### config.mk
export PLATFORM = sky130hd
export DESIGN_NAME = datapath_control_unit
export DESIGN_NICKNAME = d
export VERILOG_FILES = /design/src/rtl/datapath_control_unit.sv
export SDC_FILE = /design/constraint.sdc
export NUM_CORES = 1
export LEC_CHECK = 0
export ABC_CLOCK_PERIOD_IN_PS = 6400
export BUFFER_PORTS_ARGS = -buffer_cell sky130_fd_sc_hd__buf_4
export CORE_MARGIN = 5
export CORE_UTILIZATION = 43
export CTS_BUF_LIST = sky130_fd_sc_hd__clkbuf_8
export CTS_CLUSTER_DIAMETER = 40
export DETAILED_ROUTE_END_ITERATION = 16
export PLACE_DENSITY = 0.89
export SLEW_MARGIN = 10
export SYNTH_ARGS = -nofsm -noshare
export SYNTH_HDL_FRONTEND = slang
export SYNTH_SLANG_ARGS = --single-unit
### constraint.sdc
create_clock -name clk -period 6.4 [get_ports clk]
set_clock_uncertainty 0.2 [all_clocks]
set_input_delay 1.92 -clock clk [delete_from_list [all_inputs] [get_ports clk]]
set_output_delay 1.92 -clock clk [all_outputs]
set_load 0.01 [all_outputs]
### src/rtl/datapath_control_unit.sv
// datapath_control_unit: Moore sequencer for the single-bus datapath.
// Walks fetch steps T0..T2, then decodes IR[31:27] and drives the execute
// steps T3..T7, with pause at instruction boundaries and a terminal halt.
// Every control output is a function of the current state and the opcode only.
module datapath_control_unit #(
  parameter bit STOP_EN = 1'b1
) (
  input  logic        clk,
  input  logic        clear,
  input  logic [31:0] IR,
  input  logic        stop,
  output logic        PCout,
  output logic        Zlowout,
  output logic        MDRout,
  output logic        Cout,
  output logic        BAout,
  output logic        Rout,
  output logic        MARin,
  output logic        Zin,
  output logic        PCin,
  output logic        MDRin,
  output logic        IRin,
  output logic        Yin,
  output logic        Rin,
  output logic        Gra,
  output logic        Grb,
  output logic        Grc,
  output logic        IncPC,
  output logic        Read,
  output logic        Write,
  output logic        ADD,
  output logic        SUB,
  output logic        AND,
  output logic        OR,
  output logic        SHR,
  output logic        SHL,
  output logic        ROR,
  output logic        ROL,
  output logic        NEG,
  output logic        NOT,
  output logic        run,
  output logic        instr_done,
  output logic        illegal_op,
  output logic [3:0]  state_o
);

  typedef enum logic [3:0] {
    S_RESET, S_T0, S_T1, S_T2, S_T3, S_T4, S_T5, S_T6, S_T7, S_PAUSE, S_HALT
  } state_t;

  state_t state_q, state_d;

  logic [4:0] opc;
  logic       is_ld, is_ldi, is_st, is_alu3, is_imm, is_un, is_halt, is_nop, is_ill;
  logic [9:0] op_sel;  // {ADD,SUB,AND,OR,SHR,SHL,ROR,ROL,NEG,NOT}
  logic [9:0] alu;
  logic       done;
  logic       unused_ir;

  assign opc       = IR[31:27];
  assign unused_ir = ^IR[26:0];  // register fields are consumed by the datapath

  // Opcode class decode and ALU function select
  always_comb begin
    is_ld   = (opc == 5'd0);
    is_ldi  = (opc == 5'd1);
    is_st   = (opc == 5'd2);
    is_alu3 = (opc >= 5'd3) && (opc <= 5'd10);
    is_imm  = (opc >= 5'd11) && (opc <= 5'd13);
    is_un   = (opc == 5'd14) || (opc == 5'd15);
    is_nop  = (opc == 5'd26);
    is_halt = (opc == 5'd27);
    is_ill  = (opc > 5'd15) && !is_nop && !is_halt;
    op_sel  = 10'b0;
    case (opc)
      5'd3, 5'd11: op_sel = 10'b1000000000;
      5'd4:        op_sel = 10'b0100000000;
      5'd9, 5'd12: op_sel = 10'b0010000000;
      5'd10, 5'd13: op_sel = 10'b0001000000;
      5'd5:        op_sel = 10'b0000100000;
      5'd6:        op_sel = 10'b0000010000;
      5'd7:        op_sel = 10'b0000001000;
      5'd8:        op_sel = 10'b0000000100;
      5'd14:       op_sel = 10'b0000000010;
      5'd15:       op_sel = 10'b0000000001;
      default:     op_sel = 10'b0;
    endcase
  end

  // State register; clear forces RESET at once, zeroing every output
  always_ff @(posedge clk or posedge clear) begin
    if (clear) state_q <= S_RESET;
    else       state_q <= state_d;
  end

  // Per-step control decode and next-state selection
  always_comb begin
    PCout = 1'b0; Zlowout = 1'b0; MDRout = 1'b0; Cout = 1'b0; BAout = 1'b0;
    Rout = 1'b0; MARin = 1'b0; Zin = 1'b0; PCin = 1'b0; MDRin = 1'b0;
    IRin = 1'b0; Yin = 1'b0; Rin = 1'b0; Gra = 1'b0; Grb = 1'b0; Grc = 1'b0;
    IncPC = 1'b0; Read = 1'b0; Write = 1'b0;
    alu = 10'b0; done = 1'b0; illegal_op = 1'b0;
    state_d = state_q;
    case (state_q)
      S_RESET: state_d = S_T0;
      S_T0: begin PCout = 1'b1; MARin = 1'b1; IncPC = 1'b1; Zin = 1'b1; state_d = S_T1; end
      S_T1: begin Zlowout = 1'b1; PCin = 1'b1; Read = 1'b1; MDRin = 1'b1; state_d = S_T2; end
      S_T2: begin MDRout = 1'b1; IRin = 1'b1; state_d = S_T3; end
      S_T3: begin
        state_d = S_T4;
        if (is_ld || is_ldi || is_st) begin
          Grb = 1'b1; BAout = 1'b1; Yin = 1'b1;
        end else if (is_alu3 || is_imm) begin
          Grb = 1'b1; Rout = 1'b1; Yin = 1'b1;
        end else if (is_un) begin
          Grb = 1'b1; Rout = 1'b1; alu = op_sel; Zin = 1'b1;
        end else begin
          done = 1'b1;
          illegal_op = is_ill;
        end
      end
      S_T4: begin
        state_d = S_T5;
        if (is_ld || is_ldi || is_st) begin
          Cout = 1'b1; alu = 10'b1000000000; Zin = 1'b1;
        end else if (is_alu3) begin
          Grc = 1'b1; Rout = 1'b1; alu = op_sel; Zin = 1'b1;
        end else if (is_imm) begin
          Cout = 1'b1; alu = op_sel; Zin = 1'b1;
        end else begin
          Zlowout = 1'b1; Gra = 1'b1; Rin = 1'b1; done = 1'b1;
        end
      end
      S_T5: begin
        state_d = S_T6;
        Zlowout = 1'b1;
        if (is_ld || is_st) MARin = 1'b1;
        else begin Gra = 1'b1; Rin = 1'b1; done = 1'b1; end
      end
      S_T6: begin
        state_d = S_T7;
        MDRin = 1'b1;
        if (is_st) begin Gra = 1'b1; Rout = 1'b1; end
        else       Read = 1'b1;
      end
      S_T7: begin
        done = 1'b1;
        if (is_st) Write = 1'b1;
        else begin MDRout = 1'b1; Gra = 1'b1; Rin = 1'b1; end
      end
      S_PAUSE: if (!stop) state_d = S_T0;
      S_HALT:  state_d = S_HALT;
      default: state_d = S_RESET;
    endcase
    if (done) begin
      if (is_halt)              state_d = S_HALT;
      else if (STOP_EN && stop) state_d = S_PAUSE;
      else                      state_d = S_T0;
    end
  end

  assign {ADD, SUB, AND, OR, SHR, SHL, ROR, ROL, NEG, NOT} = alu;
  assign instr_done = done;
  assign run        = (state_q >= S_T0) && (state_q <= S_T7);
  assign state_o    = state_q;

endmodule

==> impl_metrics.ini <==
[outcome]
status = completed

[min_path]
hp-class = flip-flop to flip-flop
min_to = state_o[2]
min_from = state_o[3]
hold_depth = 1

[setup_path]
worst-r2r-setup-slack_ns = 4.39
cp_common_cell = buf_4
cp_slowest_cell = or3_1
path_buf_inv = 2
cp_top_family = simple AND/OR/NAND/NOR gates
required_ns = 4.28
critical_path_arrival_ns = 3.07
path_cells = buf_4 -> nor3_1 -> nand2_1 -> or3_1 -> nand3_1 -> buf_4
r2r_cells = 4
start_kind = input port
worst_r2r_startpoint = state_o[1]
cp_max_fo = 16
critPathKind = input port to primary output
cp-end-kind = primary output
cpPeakStageDelay_ns = 0.38
r2r-end = state_o[3]

[routing]
drc = 0
drt.antenna.violating_nets = 0
wl_per_cell_um = 13.0
avgViaCountPerCell = 5.44
drt_iter0_markers = 17
routed_wl_um = 2350
dr.pass1.iters = 4
routed-via-count = 979

[synthesis]
ys_top_cells_by_area = dfrtp_1 12%, nor3_1 5.9%, nor2_1 5.8%
yosysWarnings = 0
yosysSeqAreaShare = 0.119
synth_area_leader_cell = dfrtp_1
synthTopCellsByCount = 13 x nor2_1, 12 x nand2_1, 10 x nor3_1, 6 x a21oi_1, 6 x nand2b_1
synth.most_common_cell = nor2_1
syn_nets = 154
syn-instance-count = 119
avgSynthCellArea_sq_um = 7.08
async_flop_share = 1.00
synth_seq_cells = 4
synth.cell_area_sq_um = 842
yosysTopAreaCellShare = 0.119
synth_edf_count = 0
synth-main-ff-cell = dfrtp_1
yosysUniqueCellTypes = 46

[clocking]
cts_tree = built
cts.repair.resized = 0
cts_setup_buffers = 0
clkTransAtPathRegs_ns = 0.03
hold_buffers = 0
cts_htree_levels = 1
cts.sinks = 4
root_buffer = clkbuf_8
numCtsBuffers = 3
clk-insertion-delay-late_ns = 0.21
clock_path_buffers = 2

[sta]
timing.setup.tns_ns = 0
setup_violations = 0
fin_ws_ns = 1.21
min_period_ns = 5.19
rsz0062_at_grt = false
final_max_slew_viol_count = 0
worst_pin_slew_ns = 0.618
timing.hold.ws_ns = 0.704
max_freq_ghz = 0.193
relSlewSlack = 0.588
final_hold_viol_count = 0
fin_crit_sh = 0.810

[place]
dp_cells = 177
pre_cts_slack_ns = 1.22
place_congestion = 0.832
post-dp-hpwl_um = 1840
portBuffers = 43

[power_and_ir_drop]
power_uw = 439
worst_ir_drop_vdd_mv = 0.403
pwr_density_cell_nw_per_um2 = 377
p_leak_nw = 0.513

[cells_and_area]
area_delta_synth_final_pct = 38.5
diodes = 0
layout.nets = 190
largest_reg_flops = 4
final_cells = 180
drive_gt1_frac = 0.392
n_fill_cell = 179

[global_routing]
grt_pass1_vias = 856
grt_start_max_net_pins = 20
antenna_found_initial = 0
grt_pass1_wl_um = 3750
grt_overflow = 0
track_usage = 0.169

[job]
maxCapViolCount = 0

[floorplanning]
fp.dieW_um = 54.3
fp.coreArea_sq_um = 1920
start_util = 0.438
fp.dieArea_sq_um = 2940
boundaryPins = 71
fp.dieH_um = 54.3
rows = 16
worst max-delay path by stage:
stage	cells after the start	end	startpoint
floorplan	4	ROL	IR[31]
global placement	5	instr_done	IR[31]
detailed placement	6	Gra	IR[31]
CTS	6	Gra	IR[31]
global route	6	Rout	IR[31]
finish	6	Gra	IR[31]
metal layers:
| metal | share of wire | wire length (um) | track usage |
|---|---|---|---|
| met1 | 0.43 | 1020 | 0.215 |
| met2 | 0.48 | 1130 | 0.281 |
| met3 | 0.073 | 171 | 0.0354 |
| met4 | 0.0090 | 21 | 0.0581 |
| met5 | 0 | 0 | 0 |
worst reg2reg max path: stages (launching register included):
cell      delay, ns
dfrtp_1        0.72
nand2b_4       0.14
o32ai_2        0.47
o21ai_1        0.17
o32a_1         0.19
through the flow:
stage	area, sq um	util
6_report	1170	0.607
3_5_place_dp	1120	0.585
2_1_floorplan	842	-
4_1_cts	1170	0.607
3_3_place_gp	1120	0.585
5_1_grt	1170	0.607
where the power goes:
group / leakage, nW / internal (mW) / total, mW / switching, mW
sequential: 0.0500 / 0.0363 / 0.0926 / 0.0563
clock: 0.0216 / 0.0400 / 0.0516 / 0.0117
combinational: 0.441 / 0.157 / 0.295 / 0.138
layout make-up:
cell class / instances / area (sq um) / area share
multi-input cells: 100 / 657 / 0.563
repair buffers: 43 / 323 / 0.277
flip-flops and latches: 4 / 100 / 0.0858
clock buffers: 3 / 41.3 / 0.0354
well taps: 27 / 33.8 / 0.0290
inverters: 3 / 11.3 / 0.00966
cell usage in the layout, fill, tap and decap left out, drive strengths merged, types with 2 or more instances in the layout:
| cell type | synthesis | routed |
|---|---|---|
| nand2 | 13 | 13 |
| o32a | 2 | 2 |
| nand3 | 2 | 2 |
| nand2b | 8 | 8 |
| buf | 9 | 43 |
| a31oi | 2 | 2 |
| clkbuf | 3 | 3 |
| nor4 | 4 | 4 |
| a211oi | 2 | 2 |
| nor3 | 11 | 11 |
| a21oi | 7 | 7 |
| o21a | 2 | 2 |
| dfrtp | 4 | 4 |
| inv | 3 | 3 |
| or2 | 3 | 3 |
| xnor2 | 2 | 2 |
| o21ai | 5 | 5 |
| nor2b | 5 | 5 |
| nor2 | 13 | 13 |
| or3 | 3 | 3 |
| and3 | 2 | 2 |
logic make-up (layout without fill, tap and decap cells):
family | after synthesis | in the layout | synth area share
simple gates | 70 | 70 | 0.517
mux | 1 | 1 | 0.0119
flops | 4 | 4 | 0.119
xor+xnor | 2 | 2 | 0.0208
buf+inv | 15 | 49 | 0.101
compound gates | 27 | 27 | 0.230
(Power assumes the default switching activity.)
